## config.mk

```make
export PLATFORM = sky130hd
export DESIGN_NAME = spi_mem_slave
export DESIGN_NICKNAME = d
export VERILOG_FILES = /design/src/rtl/spi_mem_pkg.sv /design/src/rtl/spi_mem_ram.sv /design/src/rtl/spi_mem_slave.sv
export SDC_FILE = /design/constraint.sdc
export NUM_CORES = 2
export LEC_CHECK = 0
export BUFFER_PORTS_ARGS = -buffer_cell sky130_fd_sc_hd__buf_2
export CAP_MARGIN = 30
export CORE_AREA = 5 5 430 432
export DETAILED_ROUTE_END_ITERATION = 10
export DIE_AREA = 0 0 435 437
export GPL_TIMING_DRIVEN = 1
export SYNTH_ARGS = -nofsm -noshare
export SYNTH_HDL_FRONTEND = slang
export SYNTH_HIERARCHICAL = 1
export SYNTH_SLANG_ARGS = --single-unit
```

## constraint.sdc

```tcl
create_clock -name clk -period 11.2 [get_ports clk]
set_input_delay 1.12 -clock clk [delete_from_list [all_inputs] [get_ports clk]]
set_output_delay 1.12 -clock clk [all_outputs]
set_load 0.03 [all_outputs]
```

## src/rtl/spi_mem_pkg.sv

```systemverilog
// Shared types and command encodings for the SPI memory slave.
package spi_mem_pkg;

    // Frame-level controller states.
    typedef enum logic [2:0] {
        IDLE = 3'd0,
        RECV = 3'd1,
        EXEC = 3'd2,
        SEND = 3'd3,
        DONE = 3'd4
    } state_t;

    // Two-bit command field carried in the top bits of every frame.
    localparam logic [1:0] CMD_WR_ADDR = 2'b00;
    localparam logic [1:0] CMD_WR_DATA = 2'b01;
    localparam logic [1:0] CMD_RD_ADDR = 2'b10;
    localparam logic [1:0] CMD_RD_DATA = 2'b11;

endpackage

```

## src/rtl/spi_mem_ram.sv

```systemverilog
// Single-port synchronous RAM; the array has no reset so contents survive rst_n.
module spi_mem_ram #(
    parameter int ADDR_WIDTH = 8,
    parameter int DATA_WIDTH = 8
) (
    input  logic                  clk,
    input  logic                  we,
    input  logic [ADDR_WIDTH-1:0] addr,
    input  logic [DATA_WIDTH-1:0] din,
    output logic [DATA_WIDTH-1:0] dout
);

    localparam int MEM_DEPTH = 2 ** ADDR_WIDTH;

    logic [DATA_WIDTH-1:0] mem_r [MEM_DEPTH];

    // Write on we, and register the addressed word every cycle.
    always_ff @(posedge clk) begin
        if (we) begin
            mem_r[addr] <= din;
        end
        dout <= mem_r[addr];
    end

endmodule

```

## src/rtl/spi_mem_slave.sv

```systemverilog
// SPI slave with on-chip RAM: frames of {cmd[1:0], payload} set the write/read
// pointers, store words, or shift a stored word back out on MISO.
module spi_mem_slave
    import spi_mem_pkg::*;
#(
    parameter int ADDR_WIDTH = 8,
    parameter int DATA_WIDTH = 8,
    parameter bit AUTO_INC   = 1'b1
) (
    input  logic clk,
    input  logic rst_n,
    input  logic MOSI,
    input  logic SS_n,
    output logic MISO,
    output logic busy,
    output logic cmd_done,
    output logic frame_err
);

    localparam int FW = DATA_WIDTH + 2;
    localparam int CW = $clog2(FW + 1);
    localparam logic [CW-1:0] LAST_RX = CW'(FW - 1);
    localparam logic [CW-1:0] LAST_TX = CW'(DATA_WIDTH);

    // Pointers are sliced out of the payload, so the word must be wide enough.
    if (DATA_WIDTH < ADDR_WIDTH) begin : g_width_check
        $error("spi_mem_slave: DATA_WIDTH must be >= ADDR_WIDTH");
    end

    state_t                state_r;
    state_t                state_s;
    logic [FW-1:0]         frame_r;
    logic [CW-1:0]         bit_cnt_r;
    logic [ADDR_WIDTH-1:0] wr_addr_r;
    logic [ADDR_WIDTH-1:0] rd_addr_r;
    logic                  miso_r;
    logic                  busy_r;
    logic                  cmd_done_r;
    logic                  frame_err_r;
    logic [1:0]            cmd_s;
    logic [DATA_WIDTH-1:0] payload_s;
    logic                  ram_we_s;
    logic [ADDR_WIDTH-1:0] ram_addr_s;
    logic [DATA_WIDTH-1:0] ram_dout_s;

    // Decode the received frame and steer the RAM port (write pointer only for a data write).
    always_comb begin
        cmd_s      = frame_r[FW-1:FW-2];
        payload_s  = frame_r[DATA_WIDTH-1:0];
        ram_we_s   = (state_r == EXEC) && (cmd_s == CMD_WR_DATA);
        ram_addr_s = ram_we_s ? wr_addr_r : rd_addr_r;
    end

    spi_mem_ram #(
        .ADDR_WIDTH (ADDR_WIDTH),
        .DATA_WIDTH (DATA_WIDTH)
    ) u_ram (
        .clk  (clk),
        .we   (ram_we_s),
        .addr (ram_addr_s),
        .din  (payload_s),
        .dout (ram_dout_s)
    );

    // State register.
    always_ff @(posedge clk or negedge rst_n) begin
        if (!rst_n) begin
            state_r <= IDLE;
        end else begin
            state_r <= state_s;
        end
    end

    // Next-state logic; SS_n high returns to IDLE from every active state.
    always_comb begin
        state_s = state_r;
        case (state_r)
            IDLE: if (!SS_n) state_s = RECV; else state_s = IDLE;
            RECV: begin
                if (SS_n)                       state_s = IDLE;
                else if (bit_cnt_r == LAST_RX)  state_s = EXEC;
                else                            state_s = RECV;
            end
            EXEC: begin
                if (SS_n)                       state_s = IDLE;
                else if (cmd_s == CMD_RD_DATA)  state_s = SEND;
                else                            state_s = DONE;
            end
            SEND: begin
                if (SS_n)                       state_s = IDLE;
                else if (bit_cnt_r == LAST_TX)  state_s = DONE;
                else                            state_s = SEND;
            end
            DONE: if (SS_n) state_s = IDLE; else state_s = DONE;
            default: state_s = IDLE;
        endcase
    end

    // Shift/count datapath, pointer updates and registered status outputs.
    always_ff @(posedge clk or negedge rst_n) begin
        if (!rst_n) begin
            frame_r     <= '0;
            bit_cnt_r   <= '0;
            wr_addr_r   <= '0;
            rd_addr_r   <= '0;
            miso_r      <= 1'b0;
            busy_r      <= 1'b0;
            cmd_done_r  <= 1'b0;
            frame_err_r <= 1'b0;
        end else begin
            busy_r      <= (state_s != IDLE);
            cmd_done_r  <= 1'b0;
            frame_err_r <= 1'b0;
            miso_r      <= 1'b0;
            case (state_r)
                IDLE: begin
                    bit_cnt_r <= '0;
                end
                RECV: begin
                    if (SS_n) begin
                        frame_err_r <= 1'b1;
                        bit_cnt_r   <= '0;
                    end else if (bit_cnt_r == LAST_RX) begin
                        frame_r    <= {frame_r[FW-2:0], MOSI};
                        bit_cnt_r  <= '0;
                        cmd_done_r <= 1'b1;
                    end else begin
                        frame_r   <= {frame_r[FW-2:0], MOSI};
                        bit_cnt_r <= bit_cnt_r + CW'(1);
                    end
                end
                EXEC: begin
                    bit_cnt_r <= '0;
                    case (cmd_s)
                        CMD_WR_ADDR: wr_addr_r <= payload_s[ADDR_WIDTH-1:0];
                        CMD_WR_DATA: if (AUTO_INC) wr_addr_r <= wr_addr_r + ADDR_WIDTH'(1);
                        CMD_RD_ADDR: rd_addr_r <= payload_s[ADDR_WIDTH-1:0];
                        CMD_RD_DATA: if (AUTO_INC) rd_addr_r <= rd_addr_r + ADDR_WIDTH'(1);
                        default:     wr_addr_r <= wr_addr_r;
                    endcase
                end
                SEND: begin
                    // First SEND edge takes the MSB straight from the RAM and parks the rest.
                    if (SS_n || (bit_cnt_r == LAST_TX)) begin
                        bit_cnt_r <= '0;
                    end else if (bit_cnt_r == '0) begin
                        miso_r                <= ram_dout_s[DATA_WIDTH-1];
                        frame_r[DATA_WIDTH-1:0] <= ram_dout_s << 1;
                        bit_cnt_r             <= bit_cnt_r + CW'(1);
                    end else begin
                        miso_r                <= frame_r[DATA_WIDTH-1];
                        frame_r[DATA_WIDTH-1:0] <= frame_r[DATA_WIDTH-1:0] << 1;
                        bit_cnt_r             <= bit_cnt_r + CW'(1);
                    end
                end
                DONE: begin
                    bit_cnt_r <= '0;
                end
                default: begin
                    bit_cnt_r <= '0;
                end
            endcase
        end
    end

    assign MISO      = miso_r;
    assign busy      = busy_r;
    assign cmd_done  = cmd_done_r;
    assign frame_err = frame_err_r;

endmodule
```

# Yosys cells after proc, flatten, opt, wreduce, memory -nomap -nowiden
# Memory sizes are Yosys's and may differ from the RTL's. A register that Yosys moved wholly into a read port is not among the register bits.
# Index checks and enable logic that the tools add are counted.
[word_totals]
register_bits = 37
latchBits = 0
ramBits = 2048
mem_bits_ro = 0
word_cells = 69
mem_count = 1
[mem_list]
columns = ["name", "depth", "width", "rd", "rd_ports_with_merged_regs", "write_ports", "line_no", "source"]
rows = [
  ["u_ram.mem_r", 256, 8, 1, 1, 1, "spi_mem_ram.sv:15", "logic [DATA_WIDTH-1:0] mem_r [MEM_DEPTH];"],
]
[classes]
n_addsub = 3
multipliers = 0
n_div = 0
n_lt_le_gt_ge = 0
n_eq_ne = 11
shifts = 0
n_mux = 30
bitwise_logic = 1
reduce_logical = 13
[op_table]
columns = ["operator", "n"]
rows = [
  ["one-hot mux 8 bit (2 select lines)", 3],
  ["2-to-1 mux 8 bit", 4],
  ["adder 8 x 1 -> 8 bit, second input constant", 2],
  ["2-to-1 mux 3 bit", 5],
  ["one-hot mux 3 bit (5 select lines)", 1],
  ["2-to-1 mux 4 bit", 3],
  ["2-to-1 mux 1 bit", 11],
  ["== test 4 bit, second input constant", 2],
  ["one-hot mux 4 bit (2 select lines)", 1],
  ["== test 3 x 2 -> 1 bit, second input constant", 2],
  ["AND reduction 2 bit", 3],
  ["nonzero test 2 bit", 3],
  ["adder 4 x 1 -> 4 bit, second input constant", 1],
  ["== test 2 bit, second input constant", 2],
  ["logical NOT 4 bit", 1],
  ["2-to-1 mux 2 bit", 2],
  ["!= test 2 bit, second input constant", 2],
  ["== test 3 x 1 -> 1 bit, second input constant", 1],
  ["== test 3 bit, second input constant", 1],
  ["logical NOT 3 bit", 1],
  ["AND reduction 3 bit", 1],
  ["nonzero test 3 bit", 1],
  ["== test 2 x 1 -> 1 bit, second input constant", 1],
  ["logical NOT 2 bit", 1],
  ["3 further kinds", 3],
]

# Longest topological paths before layout
[depth]
word_depth = 5
ltp_mapped = 14
ltp_nobuf = 8

# By module
# Netlist, hierarchy kept.
[by_module_without_submodules]
columns = ["mod", "n_inst", "cells_each", "area_per_inst_um2", "seq_area_each_um2"]
rows = [
  ["spi_mem_ram", 1, 3547, 78492.8, 61659.1],
  ["spi_mem_slave", 1, 211, 2065.7, 925.9],
]

# Least setup slack after synthesis
# No wires, ideal clock.
[synth_path]
kind = "reg-to-reg"
start = "reg frame_r[7]"
end = "mem u_ram.mem_r[0][7], data pin"
setup_ps = 815
arrival_ps = 3238
required_ps = 10385
slack_ps = 7147
stages_incl_launch_ff = 1
cell_sequence = "dfrtp_1"
[synth_lines]
columns = ["element", "line_no", "source"]
rows = [
  ["start: declaration", "spi_mem_slave.sv:32", "logic [FW-1:0] frame_r;"],
  ["start signal: assignment", "spi_mem_slave.sv:124", "frame_r <= {frame_r[FW-2:0], MOSI};"],
  ["start signal: assignment", "spi_mem_slave.sv:128", "frame_r <= {frame_r[FW-2:0], MOSI};"],
  ["start signal: indexed assignment", "spi_mem_slave.sv:148", "frame_r[DATA_WIDTH-1:0] <= ram_dout_s << 1;"],
  ["end: declaration", "spi_mem_ram.sv:15", ""],
]
# Straight into the memory's write port.

# Worst setup path in the final report
[layout_path]
start = "reg state_r[1]"
end = "reg u_ram.dout[2], read port of u_ram.mem_r"
[layout_between]
elab_chain_cells = 3
[layout_lines]
columns = ["element", "line_no", "source"]
rows = [
  ["start: declaration", "spi_mem_slave.sv:30", "state_t state_r;"],
  ["start signal: assignment", "spi_mem_slave.sv:70", "state_r <= state_s;"],
  ["== test 3 x 2 -> 1 bit", "spi_mem_slave.sv:50", "ram_we_s = (state_r == EXEC) && (cmd_s == CMD_WR_DATA);"],
  ["logical AND 1 bit", "spi_mem_slave.sv:50", ""],
  ["2-to-1 mux 8 bit", "spi_mem_slave.sv:51", "ram_addr_s = ram_we_s ? wr_addr_r : rd_addr_r;"],
  ["net ram_addr_s[0]", "spi_mem_slave.sv:43", "logic [ADDR_WIDTH-1:0] ram_addr_s;"],
  ["end: declaration", "spi_mem_ram.sv:10", "output logic [DATA_WIDTH-1:0] dout"],
]
# The timed path passes the listed nets, and every way through them passes these cells.
# A chain may end at the register's enable or synchronous reset.

==> impl_metrics.yaml <==
run_status:
  status: "finished clean"
route:
  routed_wl_mm: 191
  drt_iter0_drc: 3976
  drc: 0
  antenna_left: 0
  route.detailed.wl_per_inst_um: 29.8
  vias: 38566
  drt_pre_antenna_iters: 5
  vias_per_cell: 6.02
timing:
  setup_viol: 0
  fmax_ghz: 0.170
  period_share_pct: 52.5
  fin_crit_ns: 5.88
  hold_viol_final: 0
  fin_skew_ns: 0.0532
  setup-tns-final_ns: 0
  tightest_slew_ns: 1.03
  rsz0062_at_grt: "no"
  slew_viol_final: 0
  slew_headroom_pct: 30.3
clock_network:
  ctsHtreeMaxLevel: 4
  cts_tree: "done"
  cts-root-buf: "clkbuf_16"
  clock-sinks: 2093
  clk_path_buf_depth: 3
  cts_inserted_buffers: 207
  clk_latency_ns: 0.86
  hold_buffers: 0
  path_clk_slew_ns: 0.06
  post-cts-setup-buffers: 0
  cts_resized: 0
pwr:
  seq_power_share_pct: 54.0
  pwr-share-clk_pct: 41.0
  intPower_uw: 13200
  p_leak_uw: 0.0269
  switching_share_pct: 21.6
  powerDensity_nw_per_um2: 186
  ir_worst_vdd_v: 0.000148
  power_frac_comb_pct: 5.0
  switching_power_uw: 3640
yosys:
  yosysWarnings: 6
  synth_most_common_cell: "edfxtp_1"
  synthAdderAreaFrac_pct: 0.0777
  yosys_register_bits: 2093
  synth_top_family_by_area: "multiplexers"
  ys_top_cells_by_area: "edfxtp_1 (76%), mux4_2 (14%), a22oi_1 (2.4%), nor2_1 (1.2%), dfrtp_1 (1.1%)"
  synth.net_count: 3767
  yosysSeqAreaShare_pct: 77.7
  synth_area_per_cell_um2: 21.4
  synth_compound_gate_area_share_pct: 3.88
  synth_xor_area_share_pct: 0.0217
  synthFlopType: "edfxtp_1"
  syn_inst: 3758
  syn_area_um2: 80600
  yosys.area.top_type_share_pct: 76.3
  yosys.area_share.simple_pct: 2.26
  synth-async-reset-ratio_pct: 1.77
  yosysTopAreaCell: "edfxtp_1"
  synth_edf_count: 2048
  ys_types: 46
  synthTopCellsByCount: "edfxtp_1 (2048), mux4_2 (512), a22oi_1 (256)"
  muxShareOfSynthArea_pct: 14.6
grt:
  grt_usage_pct: 20.0
  antenna_found_initial: 7
  grt_pass1_wl_mm: 279
  grt_pass1_vias: 39261
  grt_max_degree: 109
  overflow: 0
floorplanning:
  die_w_um: 435
  io-pin-count: 8
  fp.dieH_um: 437
  dieArea_um2: 190000
  start_util_pct: 44.7
  rows: 156
  core_um2: 180000
setup_path:
  reg2regPathDepth: 11
  critPathCaptureType: "flop"
  r2r_end: "u_ram/dout[2]"
  rr_startpoint: "state_r[1]"
  cp-start-kind: "flop"
  critPathMaxFanout: 80
  r2r_slack_ns: 5.32
  crit_type: "flop to flop"
  cp.required_ns: 11.86
  critPathArrivalTime_ns: 6.54
cells_and_area:
  syn_to_final_growth_pct: 12.4
  drive_gt1_share_pct: 24.1
  final_nets: 3867
  seq_area_um2: 62600
  stdcell_count: 6409
  nFillCells: 14154
  multiInputGateArea_um2: 16900
placement:
  port_buffers: 7
  gp_congestion: 0.801
  place_inst: 6009
  hpwl_mm: 113
flow_run:
  max_cap_viol_count: 0
hold_path:
  hold_class: "input port to async pin"
cell usage in the layout, fill, tap and decap left out, drive strengths merged, types with 3 or more instances in the layout:
cell type,n
clkinv,91
mux2,9
clkbuf,263
ha,5
o41ai,32
nand2b,11
or2,3
and2,4
nor2b,11
dfrtp,37
a22oi,256
nor2,254
nand4,9
a21oi,151
bufinv,23
nor3,33
nor3b,3
mux2i,13
nand3,27
nand2,37
buf,131
o21ai,8
mux4,512
inv,13
dfxtp,8
o22ai,12
and3,8
edfxtp,2048
clkinvlp,8
metal layers:
metal | up-vias | share of wire, % | GRT usage [%]
met4 | 2 | 2.7 | 5.65
met2 | 1510 | 48 | 31.8
met3 | 280 | 7.5 | 4.05
met1 | 20724 | 42 | 28.5
li1 | 16050 | - | -
met5 | - | 0.0068 | 0
per-stage QoR:
step / worst slack, ns / hold WS, ns / total power (uW) / instance area (um^2) / utilization [%]
2_1_floorplan: 7.15 / 0.474 / 9820 / 80600 / -
3_3_place_gp: 4.73 / 0.507 / 10100 / 83400 / 46.3
3_5_place_dp: 5.20 / 0.510 / 10100 / 83600 / 46.4
4_1_cts: 5.18 / 0.384 / 17000 / 90400 / 50.2
5_1_grt: 4.83 / 0.0671 / 17400 / 90600 / 50.3
6_report: 5.32 / 0.108 / 16800 / 90600 / 50.3
worst max-delay path: stages, from the launching register on:
cell	delay, ns
dfrtp_1	0.58
nor4b_4	0.26
buf_4	0.25
nand2_2	0.18
mux2_8	0.74
buf_12	0.54
buf_4	0.81
mux4_2	0.61
a22oi_1	0.29
a21oi_1	0.25
o41ai_1	0.78
nand4_1	0.17
final cells by class:
| class | instances | share of cell area (%) |
|---|---|---|
| Inverter | 8 | 0.0332 |
| Sequential cell | 2093 | 69.1 |
| Clock inverter | 127 | 1.49 |
| Multi-Input combinational cell | 1415 | 18.7 |
| Tap cell | 2370 | 3.27 |
| Clock buffer | 261 | 6.00 |
| Antenna cell | 2 | 0.00553 |
| Timing Repair Buffer | 133 | 1.36 |
power by group through the flow:
stage | registers, uW | logic (uW) | clock network, uW
final | 9100 | 840 | 6900
after global routing | 9110 | 911 | 7390
after CTS | 9120 | 825 | 7050
after detailed placement | 9290 | 826 | 0
after global placement | 9280 | 787 | 0
after floorplan | 9460 | 359 | 0
cell families (layout without fill, tap and decap cells):
family,count (synthesis),in the layout
AO/OA/AOI/OAI,464,464
XOR/XNOR,2,2
adder cells (fa/ha/maj),5,5
buffers and inverters,250,529
flip-flops,2093,2093
multiplexers,534,534
other,0,2
AND/OR/NAND/NOR,410,410
sequential cells by signal, indices dropped and copies added (netlist names):
name	count
u_ram/mem_r	2048
frame_r	10
rd_addr_r	8
u_ram/dout	8
wr_addr_r	8
bit_cnt_r	4
state_r	3
MISO	1
busy	1
cmd_done	1
frame_err	1
worst max-delay path by stage:
stage                     from           endpoint  cells after the start
floorplan           frame_r[7]  u_ram/mem_r[0][7]                      0
global placement    state_r[1]      u_ram/dout[2]                     11
detailed placement  state_r[1]      u_ram/dout[2]                     11
CTS                 state_r[1]      u_ram/dout[2]                     11
global route        state_r[1]      u_ram/dout[2]                     11
finish              state_r[1]      u_ram/dout[2]                     11
No activity file was read; power rests on OpenSTA's default activity.
